**src/rtl/cache_port_arbiter.sv**
```systemverilog
//------------------------------------------------------------------------------
// cache_port_arbiter: shares one in-order cache between two requesters.
// Round-robin put arbitration; an order FIFO of requester ids steers responses.
// Revision: 1.0
//------------------------------------------------------------------------------
`default_nettype none

module cache_port_arbiter #(
  parameter int REQ_W  = 70,
  parameter int RESP_W = 52,
  parameter int DEPTH  = 4
) (
  input  logic                       CLK,
  input  logic                       RST_N,
  // requester 0
  input  logic                       req0_valid,
  output logic                       req0_ready,
  input  logic [REQ_W-1:0]           req0_data,
  output logic                       resp0_valid,
  input  logic                       resp0_ready,
  output logic [RESP_W-1:0]          resp0_data,
  // requester 1
  input  logic                       req1_valid,
  output logic                       req1_ready,
  input  logic [REQ_W-1:0]           req1_data,
  output logic                       resp1_valid,
  input  logic                       resp1_ready,
  output logic [RESP_W-1:0]          resp1_data,
  // cache side
  output logic                       cache_put_valid,
  input  logic                       cache_put_ready,
  output logic [REQ_W-1:0]           cache_put_request,
  output logic                       cache_get_valid,
  input  logic                       cache_get_ready,
  input  logic [RESP_W-1:0]          cache_get_response,
  // status
  output logic [$clog2(DEPTH):0]     outstanding,
  output logic                       proto_err
);

  localparam int PW = $clog2(DEPTH);
  localparam int CW = PW + 1;
  localparam logic [CW-1:0] c_DEPTH = CW'(DEPTH);

  logic [DEPTH-1:0] r_order;
  logic [PW-1:0]    r_rptr;
  logic [PW-1:0]    r_wptr;
  logic [CW-1:0]    r_count;
  logic             r_last_grant;
  logic             r_proto_err;

  logic w_full;
  logic w_empty;
  logic w_any_req;
  logic w_gnt_id;
  logic w_push;
  logic w_pop;
  logic w_head;

  assign w_full    = (r_count == c_DEPTH);
  assign w_empty   = (r_count == '0);
  assign w_any_req = req0_valid | req1_valid;

  // With a lone requester req1_valid alone selects the id; idle falls to id 0.
  assign w_gnt_id  = (req0_valid & req1_valid) ? ~r_last_grant : req1_valid;

  assign cache_put_valid   = w_any_req & ~w_full;
  assign cache_put_request = w_gnt_id ? req1_data : req0_data;
  assign req0_ready        = ~w_gnt_id & cache_put_ready & ~w_full & req0_valid;
  assign req1_ready        =  w_gnt_id & cache_put_ready & ~w_full & req1_valid;
  assign w_push            = cache_put_valid & cache_put_ready;

  assign w_head          = r_order[r_rptr];
  assign resp0_valid     = ~w_empty & ~w_head & cache_get_ready;
  assign resp1_valid     = ~w_empty &  w_head & cache_get_ready;
  assign resp0_data      = cache_get_response;
  assign resp1_data      = cache_get_response;
  assign cache_get_valid = ~w_empty & (w_head ? resp1_ready : resp0_ready);
  assign w_pop           = cache_get_valid & cache_get_ready;

  assign outstanding = r_count;
  assign proto_err   = r_proto_err;

  always_ff @(posedge CLK) begin
    if (!RST_N) begin
      r_order      <= '0;
      r_rptr       <= '0;
      r_wptr       <= '0;
      r_count      <= '0;
      r_last_grant <= 1'b1;
      r_proto_err  <= 1'b0;
    end else begin
      if (w_push) begin
        r_order[r_wptr] <= w_gnt_id;
        r_wptr          <= r_wptr + 1'b1;
        r_last_grant    <= w_gnt_id;
      end
      if (w_pop) begin
        r_rptr <= r_rptr + 1'b1;
      end
      case ({w_push, w_pop})
        2'b10:   r_count <= r_count + 1'b1;
        2'b01:   r_count <= r_count - 1'b1;
        default: r_count <= r_count;
      endcase
      // A response offered with nothing outstanding is a cache protocol error.
      if (cache_get_ready & w_empty) begin
        r_proto_err <= 1'b1;
      end
    end
  end

endmodule

`default_nettype wire

```
**config.mk**
```make
export PLATFORM = sky130hd
export DESIGN_NAME = cache_port_arbiter
export DESIGN_NICKNAME = d
export VERILOG_FILES = /design/src/rtl/cache_port_arbiter.sv
export SDC_FILE = /design/constraint.sdc
export NUM_CORES = 1
export LEC_CHECK = 0
export ABC_AREA = 1
export CELL_PAD_IN_SITES_DETAIL_PLACEMENT = 2
export CELL_PAD_IN_SITES_GLOBAL_PLACEMENT = 2
export CORE_ASPECT_RATIO = 1.5
export CORE_UTILIZATION = 10
export CTS_CLUSTER_DIAMETER = 80
export DETAILED_ROUTE_END_ITERATION = 6
export PLACE_DENSITY = 0.95
export SLEW_MARGIN = 30
export SYNTH_ARGS = -nofsm -noshare
export SYNTH_HDL_FRONTEND = slang
export SYNTH_SLANG_ARGS = --single-unit
```
**constraint.sdc**
```tcl
create_clock -name CLK -period 2.1 [get_ports CLK]
set_input_delay 0.315 -clock CLK [delete_from_list [all_inputs] [get_ports CLK]]
set_output_delay 0.315 -clock CLK [all_outputs]
set_load 0.02 [all_outputs]
```
==> run_summary.xml <==
<?xml version="1.0" encoding="UTF-8"?>
<metrics>
  <group name="outcome">
    <metric name="run_status" unit="">complete, but fails checks</metric>
    <metric name="violated_checks" unit="">negative setup slack</metric>
  </group>
  <group name="timing">
    <metric name="setup_slack_of_the_critical_path_after_layout" unit="ps">-46.3</metric>
    <metric name="finalHoldViolCount" unit="">0</metric>
    <metric name="min_period_over_period" unit="%">102</metric>
    <metric name="worstMarginPinSlew" unit="ps">426</metric>
    <metric name="finalWorstPathRequiredPeriod" unit="ps">2150</metric>
    <metric name="worst_clock_skew" unit="ps">4.53</metric>
    <metric name="max_freq" unit="GHz">0.466</metric>
    <metric name="relSlewSlack" unit="%">71.5</metric>
    <metric name="rsz0062_at_grt" unit="">true</metric>
    <metric name="final-setup-viol-count" unit="">1</metric>
    <metric name="final_max_slew_viol_count" unit="">0</metric>
  </group>
  <group name="route">
    <metric name="top_layer_used" unit="">met4</metric>
    <metric name="totalWireLength" unit="mm">14.1</metric>
    <metric name="number_of_vias_after_detailed_routing" unit="">3199</metric>
    <metric name="drt_first_pass_iters" unit="">4</metric>
    <metric name="detailedRoute.firstIterationViolations" unit="">52</metric>
    <metric name="viasPerCell" unit="">3.59</metric>
    <metric name="detail_route.wl_per_cell" unit="um">15.8</metric>
    <metric name="route.met3.wl" unit="mm">1.46</metric>
    <metric name="met2RoutedLength" unit="mm">7.51</metric>
    <metric name="drcViolationCount" unit="">0</metric>
    <metric name="antenna_violating_nets_post_route" unit="">0</metric>
    <metric name="detail_route.wirelength.met1" unit="mm">3.75</metric>
  </group>
  <group name="worst_setup_path">
    <metric name="critPathMaxStageDelay" unit="ps">410</metric>
    <metric name="critPathLaunchType" unit="">flop</metric>
    <metric name="worstReg2RegEnd" unit="">outstanding[2]$_SDFFE_PN0P_</metric>
    <metric name="timing.setup.critical_path_class" unit="">reg2reg</metric>
    <metric name="critical_path_buf_inv_count" unit="">2</metric>
    <metric name="reg2reg_depth" unit="">13</metric>
    <metric name="required_worst_endpoint" unit="ps">2230</metric>
    <metric name="crit_path_top_delay_cell" unit="">sky130_fd_sc_hd__fa_2</metric>
    <metric name="critPathTopFamily" unit="">adder cells</metric>
    <metric name="rrSetupSlack" unit="ps">-50</metric>
    <metric name="worstSetupEndpointType" unit="">flop</metric>
    <metric name="critPathArrivalTime" unit="ps">2280</metric>
    <metric name="timing.critical_path.cells" unit="">inv_2 -&gt; nand2_2 -&gt; nand3_4 -&gt; nand2_4 -&gt; nand3_4 -&gt; a21oi_4 -&gt; ha_2 -&gt; inv_4 -&gt; fa_2 -&gt; a21oi_4 -&gt; o21ai_2 -&gt; o21ai_1 -&gt; a21oi_1</metric>
    <metric name="critical_path.reg2reg.startpoint" unit="">r_rptr[0]$_SDFFE_PN0P_</metric>
    <metric name="crit_path_max_fanout" unit="">4</metric>
  </group>
  <group name="finish">
    <metric name="final_cell_mix" unit="">sky130_fd_sc_hd__nand2_1, sky130_fd_sc_hd__clkdlybuf4s50_1, sky130_fd_sc_hd__clkbuf_2, sky130_fd_sc_hd__buf_2, sky130_fd_sc_hd__buf_4</metric>
    <metric name="nets" unit="">778</metric>
    <metric name="layout-drive-gt1-share" unit="%">23.5</metric>
    <metric name="stdcell_count" unit="">890</metric>
    <metric name="antenna_fix_cells" unit="">0</metric>
    <metric name="final_common_cell" unit="">sky130_fd_sc_hd__nand2_1</metric>
    <metric name="postLayoutCellArea" unit="um^2">4480</metric>
    <metric name="area_delta_synth_final" unit="%">85.9</metric>
  </group>
  <group name="clock_network">
    <metric name="tritoncts" unit="">yes</metric>
    <metric name="clock_insertion_delay_worst_skew" unit="ps">250</metric>
    <metric name="clk_root_buffer_cell" unit="">sky130_fd_sc_hd__clkbuf_16</metric>
    <metric name="post_cts_hold_buffer_count" unit="">0</metric>
    <metric name="cts-buffers-inserted" unit="">3</metric>
    <metric name="clk_pin_slew_worst_paths" unit="ps">50</metric>
    <metric name="htreeDepth" unit="">1</metric>
    <metric name="clock_path_buffers" unit="">2</metric>
    <metric name="tritoncts_num_sinks" unit="">13</metric>
  </group>
  <group name="power_and_ir_drop">
    <metric name="vdd_ir_drop_max" unit="mV">0.351</metric>
    <metric name="cellLeakagePower" unit="nW">2.13</metric>
    <metric name="power.density_cell_area" unit="nW/um^2">432</metric>
  </group>
  <group name="placement">
    <metric name="placed_cells" unit="">878</metric>
    <metric name="dp_worst_setup_slack" unit="ps">-410</metric>
    <metric name="instance_area_at_placement" unit="um^2">4480</metric>
    <metric name="portBuffers" unit="">227</metric>
    <metric name="dp.final_hpwl" unit="mm">11.1</metric>
    <metric name="gp_congestion" unit="">0.758</metric>
  </group>
  <group name="grt">
    <metric name="grt.total_usage" unit="%">9.84</metric>
    <metric name="wire_length_of_the_first_global_routing_pass" unit="mm">18.0</metric>
    <metric name="grt_pass1_vias" unit="">3326</metric>
    <metric name="grt-ovfl-total" unit="">0</metric>
    <metric name="grt_start_max_net_pins" unit="">36</metric>
    <metric name="grt_antenna_before_repair" unit="">0</metric>
  </group>
  <group name="worst_hold_path">
    <metric name="holdPathEnd" unit="">r_order[1]$_SDFFE_PN0P_</metric>
    <metric name="worst_hold_path.num_cells" unit="">2</metric>
    <metric name="min-delay-start" unit="">r_order[1]$_SDFFE_PN0P_</metric>
    <metric name="timing.hold.worst.class" unit="">reg2reg</metric>
  </group>
  <group name="yosys">
    <metric name="seq_area_frac_synth" unit="%">10.8</metric>
    <metric name="synthCells" unit="">430</metric>
    <metric name="ys_ff_latch" unit="">13</metric>
    <metric name="yosys.cell_types.count" unit="">24</metric>
    <metric name="synth_area_per_cell" unit="um^2">5.60</metric>
    <metric name="mappedNetlistArea" unit="um^2">2410</metric>
    <metric name="ys.warnings.count" unit="">0</metric>
    <metric name="syn_nets" unit="">636</metric>
  </group>
  <group name="floorplan">
    <metric name="die_h" unit="um">192</metric>
    <metric name="die_area" unit="um^2">24700</metric>
    <metric name="std_cell_rows" unit="">69</metric>
    <metric name="die-width" unit="um">129</metric>
    <metric name="initial_cell_density_of_the_core" unit="%">10.2</metric>
    <metric name="fp.coreArea" unit="um^2">23700</metric>
    <metric name="boundaryPins" unit="">384</metric>
  </group>
  <group name="flow_run">
    <metric name="maxCapViolations" unit="">0</metric>
  </group>
</metrics>
[kinds of logic (layout without fill, tap and decap cells)]
logic type / Yosys count / after routing / share of synthesized area, %
and+or+nand+nor: 254 / 254 / 42.8
adders and majority gates: 6 / 6 / 3.43
DFF: 13 / 13 / 10.8
AOI/OAI and AO/OA: 22 / 22 / 4.89
buffers and inverters: 135 / 276 / 38.0
[what timing repair did]
item                                    in CTS  in global routing
gates resized for setup                    165                 95
endpoints found under the setup margin      72                 52
setup buffers                                1                  4
cloned                                       1                  2
pin swaps                                    1                  7
[worst max path at each step]
| stage | start | cells after the start | to | slack, ps |
|---|---|---|---|---|
| 2_1_floorplan | outstanding[0]$_SDFFE_PN0P_ | 11 | outstanding[2]$_SDFFE_PN0P_ | 10 |
| 3_3_place_gp | req0_valid | 7 | cache_put_request[9] | -270 |
| 3_5_place_dp | req0_valid | 12 | outstanding[2]$_SDFFE_PN0P_ | -410 |
| 4_1_cts | req0_valid | 12 | outstanding[2]$_SDFFE_PN0P_ | -170 |
| 5_1_grt | r_rptr[0]$_SDFFE_PN0P_ | 13 | outstanding[2]$_SDFFE_PN0P_ | -150 |
| 6_report | r_rptr[0]$_SDFFE_PN0P_ | 13 | outstanding[2]$_SDFFE_PN0P_ | -50 |
[cells in the mapped netlist]
library cell	number	area, um^2
sky130_fd_sc_hd__o21a_1	1	7.51
sky130_fd_sc_hd__inv_1	9	33.8
sky130_fd_sc_hd__a21oi_2	1	8.76
sky130_fd_sc_hd__dfxtp_1	13	260
sky130_fd_sc_hd__nand2_2	3	18.8
sky130_fd_sc_hd__nor2_1	6	22.5
sky130_fd_sc_hd__nand4_2	1	12.5
sky130_fd_sc_hd__nand2_1	230	863
sky130_fd_sc_hd__nor3b_1	1	7.51
sky130_fd_sc_hd__nand3_2	4	40.0
sky130_fd_sc_hd__nor2_2	2	12.5
sky130_fd_sc_hd__a21oi_1	13	65.1
sky130_fd_sc_hd__nand2_4	1	11.3
sky130_fd_sc_hd__buf_4	106	796
sky130_fd_sc_hd__o21ai_1	1	5.00
sky130_fd_sc_hd__nand3_4	1	17.5
sky130_fd_sc_hd__ha_1	5	62.6
sky130_fd_sc_hd__a31oi_1	1	6.26
sky130_fd_sc_hd__o21ai_0	5	25.0
sky130_fd_sc_hd__buf_1	6	22.5
sky130_fd_sc_hd__inv_2	5	18.8
sky130_fd_sc_hd__buf_2	9	45.0
sky130_fd_sc_hd__nand3_1	5	25.0
sky130_fd_sc_hd__fa_1	1	20.0
[where the power goes]
group | internal [W] | switching (W) | leakage, nW
Sequential | 0.000272 | 0.0000204 | 0.108
Combinational | 0.000618 | 0.000655 | 1.99
Clock | 0.000257 | 0.000111 | 0.0382
[registers in the layout, summed over array words and instances, names as in the netlist]
| register | count |
|---|---|
| r_rptr | 2 |
| r_wptr | 2 |
| proto_err | 1 |
| outstanding | 3 |
| r_last_grant | 1 |
| r_order | 4 |
[cell type report]
cell class | count | area (um^2)
Sequential cell | 13 | 265
Multi-Input combinational cell | 282 | 1320
Inverter | 14 | 57.6
Tap cell | 319 | 399
Clock buffer | 4 | 78.8
Timing Repair Buffer | 258 | 2360
Fill cell | 2890 | 19200
[worst register-to-register path: stages, from the launching register on]
cell                      delay (ps)
sky130_fd_sc_hd__dfxtp_4         360
sky130_fd_sc_hd__inv_2            50
sky130_fd_sc_hd__nand2_2          70
sky130_fd_sc_hd__nand3_4         100
sky130_fd_sc_hd__nand2_4         100
sky130_fd_sc_hd__nand3_4          80
sky130_fd_sc_hd__a21oi_4         140
sky130_fd_sc_hd__ha_2            210
sky130_fd_sc_hd__inv_4            50
sky130_fd_sc_hd__fa_2            410
sky130_fd_sc_hd__a21oi_4         170
sky130_fd_sc_hd__o21ai_2          90
sky130_fd_sc_hd__o21ai_1         160
sky130_fd_sc_hd__a21oi_1          50
[per-layer routing]
layer  GRT usage [%]  vias to the layer above
li1                -                     1478
met1            7.00                     1446
met2            19.4                      172
met3            2.73                      103
met4            10.3                        0
met5               0                        -
[stage by stage]
stage / utilization (%) / power [W] / TNS [ps] / hold slack [ps]
6_report: 18.9 / 0.00193 / -46.3 / 469
5_1_grt: 18.9 / 0.00205 / -153 / 502
4_1_cts: 19.0 / 0.00193 / -169 / 474
3_5_place_dp: 18.9 / 0.00160 / -18220 / 465
3_3_place_gp: 18.9 / 0.00156 / -15970 / 456
2_1_floorplan: - / 0.00110 / 0 / 433
Power figures use the tool's default switching activity.
